**config.mk**
```make
export PLATFORM = sky130hd
export DESIGN_NAME = bus_cycle_flat
export DESIGN_NICKNAME = d
export VERILOG_FILES = /design/src/rtl/bus_cycle_pkg.sv /design/src/rtl/bus_cycle_if.sv /design/src/rtl/bus_strobe_dec.sv /design/src/rtl/bus_cycle.sv /design/src/flat_wrapper.sv
export SDC_FILE = /design/constraint.sdc
export NUM_CORES = 1
export LEC_CHECK = 0
export ABC_AREA = 1
export CORE_UTILIZATION = 40
export DETAILED_ROUTE_END_ITERATION = 7
export PLACE_DENSITY = 0.77
export SETUP_SLACK_MARGIN = 0.15
export SKIP_LAST_GASP = 1
export SLEW_MARGIN = 20
export SYNTH_ARGS = -nofsm -noshare
export SYNTH_HDL_FRONTEND = slang
export SYNTH_SLANG_ARGS = --single-unit
```
**constraint.sdc**
```tcl
create_clock -name clk -period 2.2 [get_ports clk]
set_clock_uncertainty 0.05 [all_clocks]
set_input_delay 0.33 -clock clk [delete_from_list [all_inputs] [get_ports clk]]
set_output_delay 0.33 -clock clk [all_outputs]
set_load 0.01 [all_outputs]
```
**src/rtl/bus_cycle_pkg.sv**
```systemverilog
// Shared definitions for the 8085 bus-cycle engine: T-state encodings, cycle-type codes
// and strobe defaults used by the engine and by the core control block.
package bus_cycle_pkg;

    // State encoding doubles as the externally visible tstate value.
    typedef enum logic [3:0] {
        StIdle = 4'b0000,
        StT1   = 4'b0001,
        StT2   = 4'b0010,
        StT3   = 4'b0011,
        StTh   = 4'b0111,
        StTw   = 4'b1000
    } tstate_e;

    localparam logic [2:0] STAT_OF   = 3'b011;
    localparam logic [2:0] STAT_MR   = 3'b010;
    localparam logic [2:0] STAT_MW   = 3'b001;
    localparam logic [2:0] STAT_DR   = 3'b110;
    localparam logic [2:0] STAT_DW   = 3'b101;
    localparam logic [2:0] STAT_INTA = 3'b111;

    typedef enum logic [1:0] {
        CycNone,
        CycRead,
        CycWrite,
        CycInta
    } cyc_e;

    typedef enum logic [1:0] {
        AdHold,
        AdAddr,
        AdData
    } ad_sel_e;

    typedef struct packed {
        logic    rd_;
        logic    wr_;
        logic    inta_;
        logic    ad_oe;
        ad_sel_e ad_sel;
    } strobe_t;

    localparam strobe_t STROBE_IDLE = '{
        rd_:    1'b1,
        wr_:    1'b1,
        inta_:  1'b1,
        ad_oe:  1'b0,
        ad_sel: AdHold
    };

    // Unlisted codes (000, 100) run as bus-idle cycles.
    function automatic cyc_e cyc_kind(input logic [2:0] stat);
        cyc_e kind;
        case (stat)
            STAT_OF, STAT_MR, STAT_DR: kind = CycRead;
            STAT_MW, STAT_DW:          kind = CycWrite;
            STAT_INTA:                 kind = CycInta;
            default:                   kind = CycNone;
        endcase
        return kind;
    endfunction

endpackage

```
**src/rtl/bus_cycle_if.sv**
```systemverilog
// Control-side handshake plus pin-side bus signals of the bus-cycle engine.
interface bus_cycle_if #(
    parameter int unsigned DATASIZE = 8,
    parameter int unsigned ADDRSIZE = 16
) ();

    logic                         req;
    logic [2:0]                   stat;
    logic [ADDRSIZE-1:0]          addr;
    logic [DATASIZE-1:0]          wdata;
    logic                         ready;
    logic                         hold;
    logic [DATASIZE-1:0]          ad_in;

    logic                         ack;
    logic                         busy;
    logic                         done;
    logic [DATASIZE-1:0]          rdata;
    logic [3:0]                   tstate;
    logic                         ale;
    logic                         rd_;
    logic                         wr_;
    logic                         inta_;
    logic                         iom_;
    logic                         s1;
    logic                         s0;
    logic                         busz;
    logic [ADDRSIZE-DATASIZE-1:0] a_hi;
    logic [DATASIZE-1:0]          ad_out;
    logic                         ad_oe;
    logic                         hlda;

    modport slave (
        input  req, stat, addr, wdata, ready, hold, ad_in,
        output ack, busy, done, rdata, tstate, ale, rd_, wr_, inta_, iom_, s1, s0,
               busz, a_hi, ad_out, ad_oe, hlda
    );

    modport master (
        output req, stat, addr, wdata, ready, hold, ad_in,
        input  ack, busy, done, rdata, tstate, ale, rd_, wr_, inta_, iom_, s1, s0,
               busz, a_hi, ad_out, ad_oe, hlda
    );

endinterface

```
**src/rtl/bus_strobe_dec.sv**
```systemverilog
// Combinational map from {cycle type, bus phase} to the read/write/inta strobes,
// the AD output enable and the AD drive-value select.
module bus_strobe_dec
    import bus_cycle_pkg::*;
(
    input  logic [2:0] stat,
    input  tstate_e    phase,
    output strobe_t    strb
);

    always_comb begin
        strb = STROBE_IDLE;
        case (phase)
            StT1: begin
                strb.ad_oe  = 1'b1;
                strb.ad_sel = AdAddr;
            end
            StT2, StTw, StT3: begin
                case (cyc_kind(stat))
                    CycRead:  strb.rd_ = 1'b0;
                    CycWrite: begin
                        strb.wr_    = 1'b0;
                        strb.ad_oe  = 1'b1;
                        strb.ad_sel = AdData;
                    end
                    CycInta:  strb.inta_ = 1'b0;
                    default:  ;
                endcase
            end
            default: ;
        endcase
    end

endmodule

```
**src/rtl/bus_cycle.sv**
```systemverilog
// 8085 machine-cycle bus engine: sequences T1/T2/TW/T3/TH for one requested bus cycle,
// with every output registered from the next-state decode.
module bus_cycle
    import bus_cycle_pkg::*;
#(
    parameter int unsigned DATASIZE = 8,
    parameter int unsigned ADDRSIZE = 16
) (
    input  logic      clk,
    input  logic      rst,
    bus_cycle_if.slave bus
);

    tstate_e             state_q, state_d;
    logic                load;
    logic [2:0]          stat_q, stat_nx;
    logic [ADDRSIZE-1:0] addr_q, addr_nx;
    logic [DATASIZE-1:0] wdata_q, wdata_nx;
    strobe_t             strb;
    logic                busy_d;

    always_comb begin
        state_d = state_q;
        load    = 1'b0;
        case (state_q)
            StIdle: begin
                if (bus.hold) begin
                    state_d = StTh;
                end else if (bus.req) begin
                    state_d = StT1;
                    load    = 1'b1;
                end
            end
            StT1: state_d = StT2;
            StT2: begin
                // Bus-idle cycles ignore READY and never insert waits.
                if (bus.ready || cyc_kind(stat_q) == CycNone) state_d = StT3;
                else                                          state_d = StTw;
            end
            StTw: if (bus.ready) state_d = StT3;
            StT3: begin
                if (bus.hold) begin
                    state_d = StTh;
                end else if (bus.req) begin
                    state_d = StT1;
                    load    = 1'b1;
                end else begin
                    state_d = StIdle;
                end
            end
            StTh: begin
                if (!bus.hold) begin
                    if (bus.req) begin
                        state_d = StT1;
                        load    = 1'b1;
                    end else begin
                        state_d = StIdle;
                    end
                end
            end
            default: state_d = StIdle;
        endcase
    end

    assign stat_nx  = load ? bus.stat  : stat_q;
    assign addr_nx  = load ? bus.addr  : addr_q;
    assign wdata_nx = load ? bus.wdata : wdata_q;
    assign busy_d   = (state_d == StT1) || (state_d == StT2) ||
                      (state_d == StTw) || (state_d == StT3);

    bus_strobe_dec u_dec (
        .stat  (stat_nx),
        .phase (state_d),
        .strb  (strb)
    );

    always_ff @(posedge clk or negedge rst) begin
        if (!rst) begin
            state_q    <= StIdle;
            stat_q     <= '0;
            addr_q     <= '0;
            wdata_q    <= '0;
            bus.ack    <= 1'b0;
            bus.busy   <= 1'b0;
            bus.done   <= 1'b0;
            bus.rdata  <= '0;
            bus.ale    <= 1'b0;
            bus.rd_    <= 1'b1;
            bus.wr_    <= 1'b1;
            bus.inta_  <= 1'b1;
            bus.iom_   <= 1'b0;
            bus.s1     <= 1'b1;
            bus.s0     <= 1'b1;
            bus.busz   <= 1'b1;
            bus.a_hi   <= '0;
            bus.ad_out <= '0;
            bus.ad_oe  <= 1'b0;
            bus.hlda   <= 1'b0;
        end else begin
            state_q   <= state_d;
            stat_q    <= stat_nx;
            addr_q    <= addr_nx;
            wdata_q   <= wdata_nx;
            bus.ack   <= (state_d == StT1);
            bus.busy  <= busy_d;
            bus.done  <= (state_q == StT3);
            bus.ale   <= (state_d == StT1);
            bus.rd_   <= strb.rd_;
            bus.wr_   <= strb.wr_;
            bus.inta_ <= strb.inta_;
            bus.ad_oe <= strb.ad_oe;
            bus.busz  <= !busy_d;
            bus.hlda  <= (state_d == StTh);
            if (state_q == StT3 &&
                (cyc_kind(stat_q) == CycRead || cyc_kind(stat_q) == CycInta)) begin
                bus.rdata <= bus.ad_in;
            end
            case (strb.ad_sel)
                AdAddr:  bus.ad_out <= addr_nx[DATASIZE-1:0];
                AdData:  bus.ad_out <= wdata_nx;
                default: ;
            endcase
            // Status and A15-8 change only at T1 and otherwise hold their last values.
            if (state_d == StT1) begin
                bus.a_hi                     <= addr_nx[ADDRSIZE-1:DATASIZE];
                {bus.iom_, bus.s1, bus.s0}   <= stat_nx;
            end
        end
    end

    assign bus.tstate = state_q;

endmodule

```
**src/flat_wrapper.sv**
```systemverilog
// flat-port wrapper written by rule: the top's interface ports become plain ports
module bus_cycle_flat import bus_cycle_pkg::*;
#(
    parameter int unsigned DATASIZE = 8,
    parameter int unsigned ADDRSIZE = 16
)
  (clk, rst, bus_req, bus_stat, bus_addr, bus_wdata, bus_ready, bus_hold, bus_ad_in, bus_ack, bus_busy, bus_done, bus_rdata, bus_tstate, bus_ale, bus_rd_, bus_wr_, bus_inta_, bus_iom_, bus_s1, bus_s0, bus_busz, bus_a_hi, bus_ad_out, bus_ad_oe, bus_hlda);
  bus_cycle_if #(.DATASIZE(DATASIZE), .ADDRSIZE(ADDRSIZE)) bus_i ();
  input  logic clk;
  input  logic rst;
  input wire logic [$bits(bus_i.req)-1:0] bus_req;
  input wire logic [$bits(bus_i.stat)-1:0] bus_stat;
  input wire logic [$bits(bus_i.addr)-1:0] bus_addr;
  input wire logic [$bits(bus_i.wdata)-1:0] bus_wdata;
  input wire logic [$bits(bus_i.ready)-1:0] bus_ready;
  input wire logic [$bits(bus_i.hold)-1:0] bus_hold;
  input wire logic [$bits(bus_i.ad_in)-1:0] bus_ad_in;
  output wire logic [$bits(bus_i.ack)-1:0] bus_ack;
  output wire logic [$bits(bus_i.busy)-1:0] bus_busy;
  output wire logic [$bits(bus_i.done)-1:0] bus_done;
  output wire logic [$bits(bus_i.rdata)-1:0] bus_rdata;
  output wire logic [$bits(bus_i.tstate)-1:0] bus_tstate;
  output wire logic [$bits(bus_i.ale)-1:0] bus_ale;
  output wire logic [$bits(bus_i.rd_)-1:0] bus_rd_;
  output wire logic [$bits(bus_i.wr_)-1:0] bus_wr_;
  output wire logic [$bits(bus_i.inta_)-1:0] bus_inta_;
  output wire logic [$bits(bus_i.iom_)-1:0] bus_iom_;
  output wire logic [$bits(bus_i.s1)-1:0] bus_s1;
  output wire logic [$bits(bus_i.s0)-1:0] bus_s0;
  output wire logic [$bits(bus_i.busz)-1:0] bus_busz;
  output wire logic [$bits(bus_i.a_hi)-1:0] bus_a_hi;
  output wire logic [$bits(bus_i.ad_out)-1:0] bus_ad_out;
  output wire logic [$bits(bus_i.ad_oe)-1:0] bus_ad_oe;
  output wire logic [$bits(bus_i.hlda)-1:0] bus_hlda;
  assign bus_i.req = bus_req;
  assign bus_i.stat = bus_stat;
  assign bus_i.addr = bus_addr;
  assign bus_i.wdata = bus_wdata;
  assign bus_i.ready = bus_ready;
  assign bus_i.hold = bus_hold;
  assign bus_i.ad_in = bus_ad_in;
  assign bus_ack = bus_i.ack;
  assign bus_busy = bus_i.busy;
  assign bus_done = bus_i.done;
  assign bus_rdata = bus_i.rdata;
  assign bus_tstate = bus_i.tstate;
  assign bus_ale = bus_i.ale;
  assign bus_rd_ = bus_i.rd_;
  assign bus_wr_ = bus_i.wr_;
  assign bus_inta_ = bus_i.inta_;
  assign bus_iom_ = bus_i.iom_;
  assign bus_s1 = bus_i.s1;
  assign bus_s0 = bus_i.s0;
  assign bus_busz = bus_i.busz;
  assign bus_a_hi = bus_i.a_hi;
  assign bus_ad_out = bus_i.ad_out;
  assign bus_ad_oe = bus_i.ad_oe;
  assign bus_hlda = bus_i.hlda;
  bus_cycle #(.DATASIZE(DATASIZE), .ADDRSIZE(ADDRSIZE)) u_core (.clk(clk), .rst(rst), .bus(bus_i));
endmodule
```
* Yosys cells after proc, flatten, opt, wreduce, memory -nomap -nowiden
Index checks and enable logic that the tools add are counted.
** Storage, ports and cells
- Flip-flop bits (word level) :: 67
** Cells by class
- Eq/ne operators :: 29
- Reductions and logical operators :: 16
- Multiplexer cells :: 25
** Operators by type and width (number)
- 2-to-1 mux 4 bit :: 6
- one-hot mux 4 bit (6 select lines) :: 1
- equality test 3 bit, second input constant :: 6
- equality test 4 x 2 -> 1 bit, second input constant :: 4
- 2-to-1 mux 16 bit :: 1
- one-hot mux 8 bit (2 select lines) :: 1
- equality test 3 x 2 -> 1 bit, second input constant :: 4
- one-hot mux 2 bit (3 select lines) :: 2
- OR reduction 3 bit :: 4
- 2-to-1 mux 3 bit :: 3
- equality test 2 bit, second input constant :: 4
- equality test 4 x 1 -> 1 bit, second input constant :: 2
- equality test 4 x 3 -> 1 bit, second input constant :: 2
- equality test 4 bit, second input constant :: 2
- 2-to-1 mux 8 bit :: 1
- 2-to-1 mux 1 bit :: 7
- equality test 2 x 1 -> 1 bit, second input constant :: 3
- equality test 3 x 1 -> 1 bit, second input constant :: 2
- one-hot mux 3 bit (2 select lines) :: 1
- logical OR 1 bit :: 5
- zero test 4 bit :: 1
- 2-to-1 mux 2 bit :: 2
- OR reduction 2 bit :: 2
- zero test 2 bit :: 1
- other kinds (3) :: 3

* Longest topological paths before layout
Gate-level depths: netlist (run 1).
- Word-level depth :: 16
- Mapped depth :: 15
- Mapped depth without buffers :: 14

* By module
From an unflattened synthesis (run 1), not the netlist that was laid out.
** Unflattened totals
- Cell total of the unflattened synthesis :: 268
- Area, all modules :: 2513.7 µm²
** By module, submodules not included
- bus_cycle :: area an instance 2423.6 µm², cells each 249, times used 1
- bus_strobe_dec :: area an instance 90.1 µm², cells each 19, times used 1

* Least setup slack after synthesis (run 1)
OpenSTA, ideal clock, no wires.
- Path kind :: reg-to-reg
- Start :: reg u_core.state_q[1], in the netlist u_core.bus.tstate[1]
- End :: reg u_core.bus.ad_out[0] in the netlist's numbering
- Slack :: -56 ps
- Cell stages (with the launch flop) :: 15
- Arrival :: 2089 ps
- Buffers on the path :: 2
- Clock period less this slack :: 2256 ps
- Cell sequence :: dfrtp_1 > nor2_2 > nand2_4 > nand2_4 > nand2_8 > buf_12 > nand2_4 > nand2_4 > nand3_4 > inv_1 > ha_1 > clkbuf_1 > inv_1 > nand3_1 > nand2_1
** On the way
- Word-level cells in the longest chain between the ends :: 13
- Elaborated cells on any way between the ends :: 38
- Those cells by class :: eq/ne (18); mux (14); reduce/logical (6)
** RTL lines
- from (decl) :: RTL line bus_cycle.sv:14 : tstate_e state_q, state_d;
- from (signal assigned) :: RTL line bus_cycle.sv:79 : state_q <= StIdle;
- from (signal assigned) :: RTL line bus_cycle.sv:100 : state_q <= state_d;
- equality test 4 x 3 -> 1 bit (tied with other cells) :: RTL line bus_cycle.sv:25 : case (state_q)
- OR reduction 3 bit (no line) (*)
- 2-to-1 mux 1 bit (*)
- 2-to-1 mux 3 bit (*) :: RTL line bus_cycle.sv:65 : assign stat_nx = load ? bus.stat : stat_q;
- via u_core.stat_nx[0] :: RTL line bus_cycle.sv:16 : logic [2:0] stat_q, stat_nx;
- equality test 3 x 2 -> 1 bit (tied with other cells) :: RTL line bus_cycle_pkg.sv:54 : case (stat)
- OR reduction 3 bit / OR reduction 2 bit (equally long branches) :: RTL line bus_cycle_pkg.sv:54
- one-hot mux 2 bit (3 select lines) (*) :: RTL line bus_cycle_pkg.sv:54
- 2-to-1 mux 2 bit (*) :: RTL line bus_strobe_dec.sv:13 : case (phase)
- equality test 2 bit (*) :: RTL line bus_strobe_dec.sv:19 : case (cyc_kind(stat))
- 2-to-1 mux 3 bit (*) :: RTL line bus_strobe_dec.sv:19
- one-hot mux 3 bit (2 select lines) (*) :: RTL line bus_strobe_dec.sv:13
- equality test 2 bit / equality test 2 x 1 -> 1 bit (equally long branches) :: RTL line bus_cycle.sv:118 : case (strb.ad_sel)
- one-hot mux 8 bit (2 select lines) / nonzero test 2 bit (equally long branches)
- to (signal assigned) :: RTL line bus_cycle.sv:119 : AdAddr: bus.ad_out <= addr_nx[DATASIZE-1:0];
- to (signal assigned) :: RTL line bus_cycle.sv:120 : AdData: bus.ad_out <= wdata_nx;
- to (decl) :: RTL line bus_cycle_if.sv:36 : busz, a_hi, ad_out, ad_oe, hlda
The timed path passes the listed nets; every way through them passes the cells marked *. The select of a mux whose other input is x is not followed.
A chain may end at the register's enable or synchronous reset.

* Worst setup path after layout (run 1)
- Start :: reg u_core.state_q[0], in the netlist u_core.bus.tstate[0]
- End :: reg u_core.bus.ad_out[7] in the netlist's numbering
Same word-level chain as after synthesis.

==> summary.txt, run 1 <==
Placed design
  • Dpl hpwl: 4.16 mm
  • Post-DP Area: 3500 µm²
  • Gpl congestion: 0.892
  • IO Port Bufs: 80

STA
  • Fin. max-slew vios: 0
  • Setup TNS: 0 ns
  • Hold WS: 0.417 ns
  • RSZ-0062 raised after global routing: no
  • Fin crit share: 88.1%
  • Tightest Pin Transition: 0.492 ns
  • Setup violators final: 0
  • Final hold violations: 0
  • Post-route minimum period: 1.94 ns
  • Slew HR: 67.2%
  • Max Freq: 516 MHz

Floorplan
  • Die height: 82.0 µm
  • Die X: 82.0 µm
  • Io pins: 81
  • Initial Util: 42.3%
  • Die Footprint: 6730 µm²
  • Core footprint: 6060 µm²
  • Row cnt: 28

Clock tree
  • Clk Latency, worst-skew pair: 0.34 ns
  • Clock Path Buffers: 2
  • Clk slew on worst S/H paths: 0.06 ns
  • Clock sink total: 59
  • H-Tree Depth: 3
  • CTS tree: built
  • Root Buffer: clkbuf_8
  • CTS Buf Count: 9

Power and ir drop
  • Reg power frac: 37.1%
  • Maximum VDD drop: 830 µV
  • Int Pwr: 0.00321 W
  • PwrDens: 1350 nW/µm²
  • Leakage: 1.78 nW
  • Sw Pwr: 0.00180 W
  • Clock Power Share: 16.7%
  • PnR Total Power: 0.00501 W
  • Sw frac: 36.0%
  • Comb pwr share: 46.2%

Min path
  • Hold Path Sink: u_core.addr_q[7]
  • Hold wc startpoint: u_core.addr_q[7]
  • Hold path depth: 2
  • Hold WC Path Type: reg2reg

Outcome
  • Outcome: finished, final reports clean

Routing
  • DRT Pass-1 Iters: 4
  • Starting DRT DRC Count: 106
  • Detailed-route via count: 2063
  • ANT nets after route: 0
  • DR WL/cell: 13.4 µm
  • Vias per cell: 4.78
  • Residual DRC: 0
  • Total Routed Length: 5.79 mm

Synth
  • Synth top area share: 51.8%
  • Cell Area, Synth: 2560 µm²
  • Most common cell in the netlist: nand2_1
  • Post-Synthesis Mean Instance Area: 10.2 µm²
  • Synth top cells by count: nand2_1 (76), dfrtp_1 (53), nand3_1 (45), inv_1 (12), nand2_2 (10)
  • Syn. warnings: 0
  • Mapped Nets: 293
  • Count of cell types in the netlist: 30
  • Post-synth ARST share: 100%
  • Leading area contributor after synthesis: dfrtp_1
  • Mapped Cells: 252
  • EDFF count, synth: 0
  • Synth area leaders: dfrtp_1 (52%), nand2_1 (11%), nand3_1 (8.8%)
  • Main synth FF type: dfrtp_1
  • Sequential cell area fraction in the yosys report: 57.9%
  • Synthesis-stage register bit count: 59

Layout
  • ANT cells: 0
  • Sequential Area: 1490 µm²
  • Share of cells above drive strength 1: 21.8%
  • FILL cells: 533
  • Final core occ: 61.2%
  • Fin nets: 393
  • Fin area: 3710 µm²
  • Area of the multi-input gates: 953 µm²
  • Area Growth Syn to Fin: 44.7%

Global route
  • Grt ovf: 0
  • First-pass GRT wire length: 9.11 mm
  • Vias in the first global route: 1998
  • Initial antenna violation count: 0
  • Largest net degree at the start of global routing: 41
  • Total GRT Usage: 18.9%

Setup path
  • Worst path required time: 2.37 ns
  • Worst r2r dst: u_core.bus.ad_out[7]
  • CP Launch Type: flip-flop
  • WS Path Type: reg2reg
  • Cells on worst reg2reg path: 14
  • Register-to-register setup slack: 0.26 ns
  • Worst r2r src: u_core.bus.tstate[0]
  • Max FO, Critical Path: 8
  • Crit path DAT: 2.11 ns
  • Crit end category: flip-flop

Run
  • Max Cap Viol: 0
critical path, stage by stage (launching register included):
cell and delay [ns]:
dfrtp_2 0.45, nor2_4 0.17, nand2_4 0.08, nand2_4 0.10
nand2_8 0.08, inv_2 0.07, nand2_2 0.07, nand2_4 0.07
nand3_4 0.06, inv_1 0.06, ha_2 0.20, buf_6 0.14
nand3_1 0.09, nand3_1 0.09, nand2_1 0.05
layer usage:
metal	vias to the layer above	GRT usage, %	wire length (µm)
met3	8	7.11	387
met1	964	22.7	2460
met2	75	30.0	2850
met4	0	8.77	95
li1	1016	-	-
met5	-	0	0
cell usage in the layout, fill, tap and decap left out, types with 2 or more instances in the layout:
| cell type | instances |
|---|---|
| clkdlybuf4s50_1 | 79 |
| nand2_1 | 76 |
| dfrtp_1 | 49 |
| nand3_1 | 44 |
| buf_4 | 16 |
| inv_1 | 10 |
| nand2_2 | 10 |
| clkbuf_8 | 10 |
| mux2_2 | 8 |
| nor2_1 | 7 |
| dfstp_2 | 6 |
| nand2_4 | 4 |
| dfrtp_2 | 4 |
| nor2_4 | 3 |
| o21ai_0 | 3 |
| clkbuf_1 | 3 |
| clkinv_2 | 3 |
| nor2_8 | 2 |
| inv_2 | 2 |
| a21oi_1 | 2 |
how the worst max path moves through the flow:
stage                                    start  cells after the start                    to  slack (ns)
final                     u_core.bus.tstate[0]                     14  u_core.bus.ad_out[7]        0.26
after global routing      u_core.bus.tstate[0]                     14  u_core.bus.ad_out[6]        0.14
after CTS                 u_core.bus.tstate[0]                     13  u_core.bus.ad_out[6]        0.25
after detailed placement               bus_req                     13  u_core.bus.ad_out[6]       -0.03
after global placement                 bus_req                     13  u_core.bus.ad_out[6]        0.02
after floorplan           u_core.bus.tstate[0]                     14  u_core.bus.ad_out[0]        0.16
final cells by class:
type | count | share of cell area, %
Clock inverter | 3 | 0.405
Inverter | 13 | 1.38
Multi-Input combinational cell | 170 | 25.7
Sequential cell | 59 | 40.1
Clock buffer | 13 | 4.01
Timing Repair Buffer | 99 | 25.8
Tap cell | 75 | 2.53
sequential cells by signal, indices dropped and copies added (netlist names), 3 cells and up:
register / count
u_core.bus.a_hi: 8
u_core.bus.ad_out: 8
u_core.wdata_q: 8
u_core.addr_q: 8
u_core.bus.rdata: 8
u_core.stat_q: 3
u_core.bus.tstate: 4
power by group through the flow:
stage / Sequential [W] / Combinational [W] / Clock, W
5_1_grt: 0.00191 / 0.00256 / 0.000912
3_5_place_dp: 0.00188 / 0.00226 / 0
6_report: 0.00186 / 0.00231 / 0.000838
4_1_cts: 0.00187 / 0.00228 / 0.000862
2_1_floorplan: 0.00199 / 0.00112 / 0
3_3_place_gp: 0.00186 / 0.00221 / 0
kinds of logic after synthesis:
kind of cell    count (synthesis)  share of synthesized area, %
compound gates                 10                          2.78
simple gates                  151                          29.7
flops                          59                          57.9
fa+ha+maj                       1                         0.488
mux                             8                          3.52
buf+inv                        23                          5.57
through the flow:
stage	cells	setup slack (ns)
5_1_grt	432	0.140
6_report	432	0.262
3_3_place_gp	412	0.0198
3_5_place_dp	412	-0.0290
2_1_floorplan	252	0.159
4_1_cts	429	0.250
what timing repair did:
action,in CTS,in global routing
hold buffers,1,0
buffers inserted,0,3
gates resized for setup,0,4
endpoints found under the setup margin,0,6
hold endpoints to repair,19,0
(Power assumes the default switching activity.)
==> run 2: changes to the inputs <==
Settings changed: CAP_MARGIN set to 20, TNS_END_PERCENT set to 10.
==> results of run 2 <==
No change in the layout: final DEF, timing and power equal those of run 1.
==> run 3: changes to the inputs <==
Settings changed: CORE_UTILIZATION 40 to 41, PLACE_DENSITY 0.77 to 0.79.
==> run 3 against run 2 <==
- cell count down 0.93%
- first-iteration DRC count down 16%
- via count up 0.82%
- critical endpoint unchanged
- highest routed layer unchanged
==> summary.txt, run 3 (synthesized netlist as in run 1, its figures left out) <==
Outcome
  • Outcome: finished, final reports clean

Power and ir drop
  • Maximum VDD drop: 681 µV
  • Leakage: 1.76 nW
  • Reg power frac: 37.0%
  • Comb pwr share: 45.1%
  • Int Pwr: 0.00320 W
  • Clock Power Share: 17.9%
  • PwrDens: 1360 nW/µm²
  • PnR Total Power: 0.00500 W
  • Sw frac: 36.0%
  • Sw Pwr: 0.00180 W

STA
  • Post-route minimum period: 1.90 ns
  • Slew HR: 79.7%
  • Setup TNS: 0 ns
  • Setup violators final: 0
  • Fin crit share: 86.2%
  • RSZ-0062 raised after global routing: no
  • Fin. max-slew vios: 0
  • Max Freq: 527 MHz
  • Final hold violations: 0
  • Tightest Pin Transition: 0.304 ns

Clock tree
  • Clock sink total: 59
  • Root Buffer: clkbuf_8
  • H-Tree Depth: 3
  • CTS tree: built
  • Clk Latency, worst-skew pair: 0.34 ns
  • Clock Path Buffers: 2
  • CTS Buf Count: 9
  • Clk slew on worst S/H paths: 0.07 ns

Routing
  • Starting DRT DRC Count: 89
  • DR WL/cell: 13.1 µm
  • Detailed-route via count: 2080
  • Residual DRC: 0
  • ANT nets after route: 0
  • Vias per cell: 4.86
  • Total Routed Length: 5.62 mm
  • DRT Pass-1 Iters: 4

Layout
  • Fin area: 3690 µm²
  • Area Growth Syn to Fin: 44.0%
  • Most frequent cells in the layout: clkdlybuf4s50_1 (79), nand2_1 (76), dfrtp_1 (49)
  • Commonest non-fill, non-tap cell in the layout: clkdlybuf4s50_1
  • Share of cells above drive strength 1: 21.5%
  • Fin nets: 389
  • ANT cells: 0

Global route
  • Largest net degree at the start of global routing: 60
  • First-pass GRT wire length: 9.20 mm
  • Vias in the first global route: 1994
  • Total GRT Usage: 18.9%
  • Grt ovf: 0
  • Initial antenna violation count: 0

Floorplan
  • Core footprint: 5990 µm²
  • Die height: 81.1 µm
  • Io pins: 81
  • Initial Util: 42.8%
  • Die Footprint: 6570 µm²
  • Row cnt: 28
  • Die X: 81.1 µm

Placed design
  • Post-DP Area: 3480 µm²
  • Dpl hpwl: 4.01 mm
  • Gpl congestion: 0.790
  • IO Port Bufs: 80

Setup path
  • WS Path Type: reg2reg
  • Max FO, Critical Path: 8
  • Critical path, cell by cell: nor2_4 > nand2_4 > nand2_4 > nand2_8 > inv_2 > nand2_2 > nand2_4 > nand3_4 > inv_1 > ha_2 > buf_6 > nand3_1 > nand3_1 > nand2_1
  • Crit path DAT: 2.07 ns
  • CP max stage delay: 0.45 ns
  • CP dominant cell by count: nand2_4
  • Worst path required time: 2.38 ns
  • CP max stage cell: dfrtp_2
  • Cells on worst reg2reg path: 14
  • CP Launch Type: flip-flop
  • Crit end category: flip-flop

Run
  • Max Cap Viol: 0

Min path
  • Hold path depth: 2
  • Hold WC Path Type: reg2reg
-- run 3: power groups by stage --
stage | clock [W] | sequential (W) | combinational, W
2_1_floorplan | 0 | 0.00199 | 0.00112
3_3_place_gp | 0 | 0.00186 | 0.00219
3_5_place_dp | 0 | 0.00187 | 0.00225
4_1_cts | 0.000920 | 0.00186 | 0.00226
5_1_grt | 0.000975 | 0.00190 | 0.00249
6_report | 0.000898 | 0.00185 | 0.00225
-- run 3: final cells by class --
| cell class | instances | area, µm² |
|---|---|---|
| Timing Repair Buffer | 95 | 927 |
| Clock buffer | 12 | 155 |
| Clock inverter | 4 | 25.0 |
| Sequential cell | 59 | 1490 |
| Inverter | 13 | 51.3 |
| Multi-Input combinational cell | 170 | 948 |
| Tap cell | 75 | 93.8 |
| Fill cell | 500 | 2300 |
-- run 3: final timing paths --
check	start	endpoint	slack, ns
min in group asynchronous	rst	u_core.bus.a_hi[6]	0.48
hold / removal	u_core.bus.s1	u_core.bus.s1	0.42
setup / recovery	u_core.bus.tstate[1]	u_core.bus.ad_out[7]	0.30
hold reg to reg	u_core.bus.s1	u_core.bus.s1	0.42
setup reg to reg	u_core.bus.tstate[1]	u_core.bus.ad_out[7]	0.30
max in group asynchronous	rst	u_core.bus.busz	1.32
-- run 3: stage by stage --
stage | worst slack, ns | std cells | hold slack (ns) | util (%)
finish | 0.303 | 428 | 0.418 | 61.6
detailed placement | 0.0173 | 410 | 0.313 | 58.1
global placement | 0.0485 | 410 | 0.300 | 58.1
CTS | 0.269 | 427 | 0.420 | 61.3
global route | 0.160 | 428 | 0.437 | 61.6
floorplan | 0.159 | 252 | -0.0156 | -
-- run 3: what timing repair did --
| item | in CTS | in global routing |
|---|---|---|
| hold buffers | 1 | 0 |
| hold endpoints to repair | 53 | 0 |
| gates resized for setup | 0 | 4 |
| buffers inserted | 0 | 1 |
| endpoints found under the setup margin | 0 | 1 |
-- run 3: layer usage --
layer / vias up / track usage, % / part of all wire, %
li1: 1008 / - / -
met4: 0 / 6.43 / 1.1
met5: - / 0 / 0
met2: 74 / 29.6 / 49
met1: 993 / 23.7 / 43
met3: 5 / 7.64 / 7.0
-- run 3: critical path: cells and delay by family, from the launching register on --
family                     cells  cell delay [ns]
adders and majority gates      1             0.20
buffers and inverters          3             0.26
and+or+nand+nor               10             0.82
DFF                            1             0.45
==> RTL edit, RTL diff (config.mk and constraints of run 2) <==
`DATASIZE` is set to 8 in 3 places; all go to 4.
--- a/src/rtl/bus_cycle_if.sv
+++ b/src/rtl/bus_cycle_if.sv
@@ -1,6 +1,6 @@
 // Control-side handshake plus pin-side bus signals of the bus-cycle engine.
 interface bus_cycle_if #(
-    parameter int unsigned DATASIZE = 8,
+    parameter int unsigned DATASIZE = 4,
     parameter int unsigned ADDRSIZE = 16
 ) ();
 
--- a/src/rtl/bus_cycle.sv
+++ b/src/rtl/bus_cycle.sv
@@ -3,7 +3,7 @@
 module bus_cycle
     import bus_cycle_pkg::*;
 #(
-    parameter int unsigned DATASIZE = 8,
+    parameter int unsigned DATASIZE = 4,
     parameter int unsigned ADDRSIZE = 16
 ) (
     input  logic      clk,
--- a/src/flat_wrapper.sv
+++ b/src/flat_wrapper.sv
@@ -1,7 +1,7 @@
 // flat-port wrapper written by rule: the top's interface ports become plain ports
 module bus_cycle_flat import bus_cycle_pkg::*;
 #(
-    parameter int unsigned DATASIZE = 8,
+    parameter int unsigned DATASIZE = 4,
     parameter int unsigned ADDRSIZE = 16
 )
   (clk, rst, bus_req, bus_stat, bus_addr, bus_wdata, bus_ready, bus_hold, bus_ad_in, bus_ack, bus_busy, bus_done, bus_rdata, bus_tstate, bus_ale, bus_rd_, bus_wr_, bus_inta_, bus_iom_, bus_s1, bus_s0, bus_busz, bus_a_hi, bus_ad_out, bus_ad_oe, bus_hlda);
Ports: changed (5 resized); port bits go from 81 to 69. The function was not compared with the original's and may differ.
==> RTL edit against run 2 <==
  * Global-route usage down 1.7 points
  * Synthesized area is 23% lower
  * Sequential cell count fell by 12
  * Critical path depth fell by 2
  * Via count is 23% lower
  * Power fell by 27%
  * Design area decreased by 23%
  * Worst setup slack improved by 140 ps
  * Utilization fell by 1.0 points
  * Wire length decreased by 30%
  * Synthesized cell count is 21% lower
  * Critical path type unchanged
  * Largest cell class unchanged
  * Largest power group unchanged
==> RTL edit: results (changes against run 2) <==
- Status: finished clean
- Final wirelength: 4050 um (-30%)
- Largest net degree at the start of global routing: 20 (-51%)
- CTS root buffer: clkbuf_8
- Arrival time at the worst endpoint: 1950 ps (-160 ps)
- IO buf count: 68 (-15%)
- Net count after synthesis: 233 (-20%)
- Top-area cell type share of the netlist area: 52.3% (+0.54 points)
- Syn. warnings: 0 (unchanged)
- Global-route usage over all layers: 17.3% (-1.7 points)
- CTS buffer count: 5 (-4)
- First-pass GRT wire length: 6820 um (-25%)
- Top reg by flops: u_core.bus.a_hi
- DRC marker count from the first detailed-route iteration: 54 (-49%)
- Rel. slew slack: 76.5% (+9.3 points)
- H-tree levels: 2 (-1)
- Register area share after synthesis: 60.3% (+2.4 points)
- Top cells by count, synth: nand2_1 (77), dfrtp_1 (41), nand3_1 (24), inv_1 (11), nor2_1 (9)
- Most area-consuming cells after synthesis: dfrtp_1 (52%), nand2_1 (15%), dfstp_2 (8.0%), nand3_1 (6.1%), mux2_2 (2.3%)
- Final Wtd Congestion: 0.829 (-7.1%)
- Layout cells sized above 1: 16.0% (-5.8 points)
- Worst-path clk slew: 80 ps (+20 ps)
- Vias in the first global route: 1485 (-26%)
- Worst skew pair latency: 290 ps (-50 ps)
- Crit-path max FO: 6 (-2)
- Static Leak: 0.00137 uW (-23%)
- HPWL Detailed: 3100 um (-25%)
- Peak supply drop: 0.588 mV (-29%)
- Via density: 4.55 (-4.8%)
- Synth unique cells: 25 (-17%)
- Filler cells: 413 (-23%)
- Fin nets: 313 (-20%)
- # Max-Cap Violations: 0 (unchanged)
RTL edit: critical path, stage by stage (launching register included):
cell,delay (ps)
dfrtp_1,450
nor2_2,160
nand2_2,90
nand2_4,110
nand2_8,70
nand2_1,80
o21ai_2,70
nand3_2,80
inv_1,60
ha_4,280
inv_1,70
nand3_1,80
nand2_1,50
RTL edit: path summary, 6_finish.rpt:
| check | start | end | slack, ps | cells after the start |
|---|---|---|---|---|
| max in group asynchronous | rst | u_core.bus.wr_ | 1040 | 3 |
| min reg2reg | u_core.addr_q[3] | u_core.addr_q[3] | 420 | 2 |
| min | u_core.addr_q[3] | u_core.addr_q[3] | 420 | 2 |
| max reg2reg | u_core.bus.tstate[0] | u_core.bus.ad_out[0] | 400 | 12 |
| max | u_core.bus.tstate[0] | u_core.bus.ad_out[0] | 400 | 12 |
| min in group asynchronous | rst | u_core.bus.rdata[0] | 430 | 2 |
RTL edit: logic make-up (layout without fill, tap and decap cells):
| kind of cell | Yosys count | in the layout | synth area share (%) |
|---|---|---|---|
| fa+ha+maj | 1 | 1 | 0.638 |
| simple gates | 124 | 124 | 29.1 |
| mux | 4 | 4 | 2.30 |
| flops | 47 | 47 | 60.3 |
| compound gates | 6 | 6 | 1.91 |
| buf+inv | 18 | 99 | 5.68 |
RTL edit: layout make-up:
type / count / area [um^2] / area share [%]
flip-flops and latches: 47 / 1180 / 41.7
repair buffers: 79 / 761 / 26.8
multi-input cells: 135 / 684 / 24.1
well taps: 67 / 83.8 / 2.95
clock buffers: 7 / 76.3 / 2.68
inverters: 12 / 47.5 / 1.67
clock inverters: 1 / 5.00 / 0.176
RTL edit: routing by layer:
metal | vias to the layer above | part of all wire, % | GRT usage (%)
li1 | 788 | - | -
met1 | 741 | 48 | 22.5
met2 | 49 | 46 | 28.1
met3 | 4 | 5.3 | 5.00
met4 | 0 | 0.84 | 5.23
met5 | - | 0 | 0
RTL edit: report_power, final:
| group | internal [uW] | switching (uW) |
|---|---|---|
| clock network | 223 | 264 |
| registers | 1270 | 201 |
| logic | 888 | 832 |
| total | 2380 | 1300 |
RTL edit: what timing repair did:
item / 4_1_cts / 5_1_grt
gates resized for setup: 0 / 5
hold buffers: 1 / 0
endpoints found under the hold margin: 12 / 0
setup endpoints to repair: 0 / 4
buffers inserted: 0 / 1
RTL edit: metrics by stage:
stage | util [%] | instances | setup WS (ps) | total power (uW) | instance area, um^2
floorplan | - | 200 | 236 | 2360 | 1960
global placement | 57.7 | 338 | 46.5 | 3110 | 2730
detailed placement | 57.7 | 338 | 0.783 | 3170 | 2730
CTS | 59.6 | 347 | 191 | 3670 | 2820
global route | 60.2 | 348 | 196 | 3970 | 2840
finish | 60.2 | 348 | 400 | 3670 | 2840
